<file path="config.mk">
export PLATFORM = sky130hd
export DESIGN_NAME = dmem_arbiter
export DESIGN_NICKNAME = d
export VERILOG_FILES = /design/src/rtl/ember_pkg.sv /design/src/rtl/dmem_arbiter_rr_pick.sv /design/src/rtl/dmem_arbiter.sv
export SDC_FILE = /design/constraint.sdc
export NUM_CORES = 1
export LEC_CHECK = 0
export CAP_MARGIN = 30
export CORE_AREA = 2 2 205 207
export DETAILED_ROUTE_END_ITERATION = 8
export DIE_AREA = 0 0 207 209
export PLACE_DENSITY = 0.56
export SYNTH_ARGS = -nofsm -noshare
export SYNTH_HDL_FRONTEND = slang
export SYNTH_SLANG_ARGS = --single-unit
export TNS_END_PERCENT = 50
</file>
<file path="constraint.sdc">
create_clock -name clk -period 2.3 [get_ports clk]
set_input_delay 0.46 -clock clk [delete_from_list [all_inputs] [get_ports clk]]
set_output_delay 0.46 -clock clk [all_outputs]
set_load 0.02 [all_outputs]
</file>
<file path="src/rtl/ember_pkg.sv">
// Shared types and constants for the data-memory arbiter.
package ember_pkg;

  typedef enum logic [1:0] {
    S_IDLE,
    S_BUSY,
    S_RDWAIT
  } arb_state_t;

  localparam int DMEM_BYTES = 2048;
  localparam int REQ_CORE   = 0;
  localparam int REQ_DBG    = 1;

endpackage

</file>
<file path="src/rtl/dmem_arbiter_rr_pick.sv">
// Combinational round-robin picker: first requester set after last_grant_i, wrapping.
module rr_pick #(
  parameter int NUM_REQ = 2,
  parameter int IDX_W   = 1
) (
  input  logic [NUM_REQ-1:0] req_i,
  input  logic [IDX_W-1:0]   last_grant_i,
  output logic [NUM_REQ-1:0] win_onehot_o,
  output logic [IDX_W-1:0]   win_idx_o,
  output logic               any_o
);

  logic [IDX_W-1:0] pos;

  always_comb begin
    win_onehot_o = '0;
    win_idx_o    = '0;
    any_o        = 1'b0;
    pos          = '0;
    // Distance 1 is the requester right after the last winner; distance NUM_REQ is the last winner itself.
    for (int k = 1; k <= NUM_REQ; k++) begin
      pos = IDX_W'((int'(last_grant_i) + k) % NUM_REQ);
      if (!any_o && req_i[pos]) begin
        any_o             = 1'b1;
        win_idx_o         = pos;
        win_onehot_o[pos] = 1'b1;
      end
    end
  end

endmodule

</file>
<file path="src/rtl/dmem_arbiter.sv">
// Round-robin arbiter sharing the single-ported dmem; one access in flight, registered memory side.
// Optional usage counters are built when DMEM_ARB_STATS_EN is defined.
module dmem_arbiter
  import ember_pkg::*;
#(
  parameter int NUM_REQ   = 2,
  parameter int ADDR_W    = 32,
  parameter int DATA_W    = 64,
  parameter int MEM_BYTES = DMEM_BYTES
) (
  input  logic                    clk,
  input  logic                    reset,
  input  logic [NUM_REQ-1:0]        req,
  input  logic [NUM_REQ-1:0]        req_we,
  input  logic [NUM_REQ*ADDR_W-1:0] req_addr,
  input  logic [NUM_REQ*DATA_W-1:0] req_wdata,
  output logic [NUM_REQ-1:0]        gnt,
  output logic [NUM_REQ-1:0]        rvalid,
  output logic [NUM_REQ-1:0]        err,
  output logic [DATA_W-1:0]         rdata,
  output logic                      mem_rd_en,
  output logic                      mem_wr_en,
  output logic [ADDR_W-1:0]         mem_addr,
  output logic [DATA_W-1:0]         mem_wdata,
  input  logic [DATA_W-1:0]         mem_rdata,
  output logic [NUM_REQ*32-1:0]     stat_grants,
  output logic [31:0]               stat_stalls
);

  localparam int IDX_W = (NUM_REQ > 1) ? $clog2(NUM_REQ) : 1;

  logic [ADDR_W-1:0] addr_arr  [NUM_REQ];
  logic [DATA_W-1:0] wdata_arr [NUM_REQ];

  for (genvar gi = 0; gi < NUM_REQ; gi++) begin : g_unpack
    assign addr_arr[gi]  = req_addr[gi*ADDR_W +: ADDR_W];
    assign wdata_arr[gi] = req_wdata[gi*DATA_W +: DATA_W];
  end

  arb_state_t         state_q;
  logic [IDX_W-1:0]   last_grant_q;
  logic [NUM_REQ-1:0] cur_oh_q;
  logic [NUM_REQ-1:0] gnt_q, rvalid_q, err_q;
  logic               mem_rd_en_q, mem_wr_en_q;
  logic [ADDR_W-1:0]  mem_addr_q;
  logic [DATA_W-1:0]  mem_wdata_q, rdata_q;

  logic [NUM_REQ-1:0] pick_onehot;
  logic [IDX_W-1:0]   pick_idx;
  logic               pick_any;

  rr_pick #(
    .NUM_REQ (NUM_REQ),
    .IDX_W   (IDX_W)
  ) u_rr_pick (
    .req_i        (req),
    .last_grant_i (last_grant_q),
    .win_onehot_o (pick_onehot),
    .win_idx_o    (pick_idx),
    .any_o        (pick_any)
  );

  logic [ADDR_W-1:0] sel_addr;
  logic [DATA_W-1:0] sel_wdata;
  logic              sel_we;
  logic              sel_oor;

  assign sel_addr  = addr_arr[pick_idx];
  assign sel_wdata = wdata_arr[pick_idx];
  assign sel_we    = req_we[pick_idx];
  assign sel_oor   = (sel_addr >= ADDR_W'(MEM_BYTES));

  always_ff @(posedge clk) begin
    if (reset) begin
      state_q      <= S_IDLE;
      last_grant_q <= IDX_W'(NUM_REQ - 1);
      cur_oh_q     <= '0;
      gnt_q        <= '0;
      rvalid_q     <= '0;
      err_q        <= '0;
      mem_rd_en_q  <= 1'b0;
      mem_wr_en_q  <= 1'b0;
      mem_addr_q   <= '0;
      mem_wdata_q  <= '0;
      rdata_q      <= '0;
    end else begin
      // Pulse outputs default low; each state raises only what it owns.
      gnt_q       <= '0;
      rvalid_q    <= '0;
      err_q       <= '0;
      mem_rd_en_q <= 1'b0;
      mem_wr_en_q <= 1'b0;
      case (state_q)
        S_IDLE: begin
          if (pick_any) begin
            gnt_q        <= pick_onehot;
            last_grant_q <= pick_idx;
            cur_oh_q     <= pick_onehot;
            if (sel_oor) begin
              err_q <= pick_onehot;
            end else begin
              mem_addr_q  <= sel_addr;
              mem_wdata_q <= sel_wdata;
              mem_wr_en_q <= sel_we;
              mem_rd_en_q <= !sel_we;
              state_q     <= S_BUSY;
            end
          end
        end
        S_BUSY: begin
          state_q <= mem_wr_en_q ? S_IDLE : S_RDWAIT;
        end
        S_RDWAIT: begin
          rdata_q  <= mem_rdata;
          rvalid_q <= cur_oh_q;
          state_q  <= S_IDLE;
        end
        default: state_q <= S_IDLE;
      endcase
    end
  end

  assign gnt       = gnt_q;
  assign rvalid    = rvalid_q;
  assign err       = err_q;
  assign rdata     = rdata_q;
  assign mem_rd_en = mem_rd_en_q;
  assign mem_wr_en = mem_wr_en_q;
  assign mem_addr  = mem_addr_q;
  assign mem_wdata = mem_wdata_q;

`ifdef DMEM_ARB_STATS_EN
  logic [31:0] stall_cnt_q;

  for (genvar gi = 0; gi < NUM_REQ; gi++) begin : g_grant_cnt
    logic [31:0] cnt_q;
    always_ff @(posedge clk) begin
      if (reset) begin
        cnt_q <= '0;
      end else if (gnt_q[gi] && (cnt_q != 32'hFFFF_FFFF)) begin
        cnt_q <= cnt_q + 32'd1;
      end
    end
    assign stat_grants[gi*32 +: 32] = cnt_q;
  end

  always_ff @(posedge clk) begin
    if (reset) begin
      stall_cnt_q <= '0;
    end else if (|(req & ~gnt_q) && (stall_cnt_q != 32'hFFFF_FFFF)) begin
      stall_cnt_q <= stall_cnt_q + 32'd1;
    end
  end
  assign stat_stalls = stall_cnt_q;
`else
  assign stat_grants = '0;
  assign stat_stalls = '0;
`endif

`ifndef SYNTHESIS
  // A requester must hold its payload until it has seen its grant.
  for (genvar gi = 0; gi < NUM_REQ; gi++) begin : g_hold_chk
    a_payload_stable: assert property (@(posedge clk) disable iff (reset)
      (req[gi] && !gnt_q[gi]) |=> (!req[gi] || $stable({req_we[gi], addr_arr[gi], wdata_arr[gi]})));
  end
`endif

endmodule
</file>
==> impl_metrics.env <==
export IMPL_switchingPower_uw=1790
export IMPL_portBuffers=429
export IMPL_antenna_found_initial=3
export IMPL_combPwrFrac=0.137
export IMPL_grtUsageTotal=0.131
export IMPL_seqPwrFrac=0.410
export IMPL_tightestPinTransition_ns=0.670
export IMPL_slew_headroom=0.551
export IMPL_remaining_drc_errors=0
export IMPL_syn_to_final_growth_pct=67.2
export IMPL_ys_seq_elements=173
export IMPL_gp_congestion=0.819
export IMPL_htreeDepth=4
export IMPL_path_max_fanout=47
export IMPL_final_setup_skew_ns=0.00734
export IMPL_max_stage_delay_ns=0.54
export IMPL_netlist_area_um2=8190
export IMPL_fmax_ghz=0.462
export IMPL_critPathSlowestCell="nor4_1"
export IMPL_cts_buffers_inserted=17
export IMPL_path_clk_slew_ns=0.07
export IMPL_most_common_layout_cells="clkdlybuf4s50_1, dfxtp_1, nand2_1"
export IMPL_drive_gt1_frac=0.122
export IMPL_netSwitchingFraction=0.244
export IMPL_ys_warn_count=0
export IMPL_register_area_um2=3460
export IMPL_root_buffer="clkbuf_16"
export IMPL_viasPerCell=3.88
export IMPL_synth_top_area_share=0.423
export IMPL_startpoint_type="input port"
export IMPL_synth_cell_types=34
export IMPL_hold_path_class="input port to flip-flop"
export IMPL_vdd_drop_max_mv=0.425
export IMPL_initial_core_util=0.198
export IMPL_synthCells=894
export IMPL_grt_pass1_vias=7021
export IMPL_cts_hold_buffers=0
export IMPL_finalPower_uw=7340
export IMPL_clk_latency_ns=0.45
export IMPL_reg2reg_from="state_q[0]"
export IMPL_pin_count=526
export IMPL_die_width_um=207
export IMPL_grt_pass1_wl_mm=42.8
export IMPL_dp_hpwl_mm=23.2
export IMPL_power_density_nw_per_um2=535
export IMPL_antenna_left=0
export IMPL_path_class="input port to flip-flop"
export IMPL_final_hold_viol_count=0
export IMPL_dieArea_um2=43300
export IMPL_grt_max_degree=57
export IMPL_final_common_cell="clkdlybuf4s50_1"
export IMPL_num_nets_final=1591
export IMPL_pre_cts_ws_ns=-0.525
export IMPL_synth_area_leaders="dfxtp_1, mux2i_1, buf_4"
export IMPL_worstPathCellList="clkdlybuf4s50_1 > nor4_1 > nand4_1 > o32a_2 > buf_12 > mux2_4"
export IMPL_arrival_ns=2.50
export IMPL_firstDrtPassIters=4
export IMPL_min_from="reset"
export IMPL_core_region_area_um2=41300
export IMPL_max_cap_viol_count=0
export IMPL_rsz0062_at_grt="no"
export IMPL_finalCritPeriodShare=0.941
export IMPL_num_fill_cells=4315
export IMPL_overflow=0
export IMPL_startpoint="req_addr[45]"
export IMPL_synth_avg_cell_area_um2=9.16
export IMPL_die_h_um=209
export IMPL_period_needed_ns=2.16
export IMPL_cp_required_ns=2.64
export IMPL_p_leak_uw=0.00541
export IMPL_wl_per_cell_um=15.6
export IMPL_cts_sinks=173
export IMPL_rows=75
export IMPL_drt_initial_drc_count=236
export IMPL_fin_ws_ns=0.136
export IMPL_cts_tree="yes"
export IMPL_clockBufferDepth=2
export IMPL_multi_input_area_um2=4110
export IMPL_status="finished, final reports clean"
export IMPL_endpoint_kind="flip-flop"
export IMPL_maxSlewViolCount=0
export IMPL_synth_seq_area_share=0.423
export IMPL_setup_viol=0
export IMPL_yosys_area_top_type="dfxtp_1"
export IMPL_worst_hold_slack_ns=0.445
export IMPL_internal_power_uw=5550
export IMPL_vias=7304
export IMPL_wirelength_mm=29.4
export IMPL_p_clk_frac=0.453
[metal layers]
layer	up-vias	track usage	wire length (um)
li1	3626	-	-
met1	3316	0.146	11700
met2	339	0.222	14100
met3	23	0.0567	2870
met4	0	0.0475	725
met5	-	0	0
[timing repair]
| item | in CTS | in global routing |
|---|---|---|
| endpoints found under the setup margin | 11 | 56 |
| buffers inserted | 0 | 0 |
| gates cloned | 0 | 0 |
| pin swaps | 0 | 0 |
| resized for setup | 1 | 1 |
[layout make-up]
type	count	share of cell area
Timing Repair Buffer	478	0.349
Sequential cell	173	0.253
Tap cell	539	0.0492
Antenna cell	2	0.000365
Clock buffer	18	0.0321
Clock inverter	14	0.0165
Inverter	2	0.000548
Multi-Input combinational cell	657	0.300
[worst paths after layout]
path            endpoint  slack, ns  cells after the start
max          mem_addr[3]       0.14                      6
min          cur_oh_q[1]       0.45                      2
max reg2reg  mem_addr[3]       0.29                      6
min reg2reg     rdata[2]       0.45                      2
[flip-flops by register name, indices dropped and copies added (netlist names)]
signal and count:
cur_oh_q 2, err 2, gnt 2, last_grant_q 1
mem_addr 32, mem_rd_en 1, mem_wdata 64, mem_wr_en 1
rdata 64, rvalid 2, state_q 2
[cell usage after synthesis (all sizes together)]
cell type and number:
nand2b 1, and4 1, nor4b 1, a211o 1, conb 1, and2 3
buf 117, nor2b 76, nor3 5, o32a 1, nor4 11, a2111oi 2
o211ai 1, and3b 21, inv 2, a211oi 2, o21ai 2, mux2 76
nor2 79, nor3b 2, nand4 4, a21oi 65, dfxtp 173, clkbuf 40
nand2 129, a21boi 1, mux2i 76, or3 1
[power by group through the flow]
| stage | Combinational [uW] | Clock [uW] | Sequential, uW |
|---|---|---|---|
| after floorplan | 518 | 0 | 3080 |
| after global placement | 1020 | 0 | 3080 |
| after detailed placement | 1010 | 0 | 3080 |
| after CTS | 1020 | 3470 | 3000 |
| after global routing | 1080 | 3580 | 3010 |
| final | 1010 | 3320 | 3010 |
[through the flow]
step                      instances   util  cell area (um^2)  setup TNS, ns
after CTS                      1881  0.332             13700              0
after floorplan                 989      -              8550              0
after global placement         1849  0.315             13000         -39.55
after detailed placement       1849  0.315             13000         -45.59
after global routing           1882  0.332             13700              0
final                          1883  0.332             13700              0
[worst max-delay path: cells and delay by family]
kind,cells,cell delay [ns]
AOI/OAI and AO/OA,1,0.32
muxes,1,0.32
buffers and inverters,2,0.69
and+or+nand+nor,2,0.70
[logic make-up after synthesis]
kind of cell | Yosys count | share of synthesized area
simple gates | 334 | 0.198
flops | 173 | 0.423
buf+inv | 159 | 0.124
mux | 152 | 0.206
compound gates | 75 | 0.0490
other cells | 1 | 0.000458
Power figures use the tool's default switching activity.
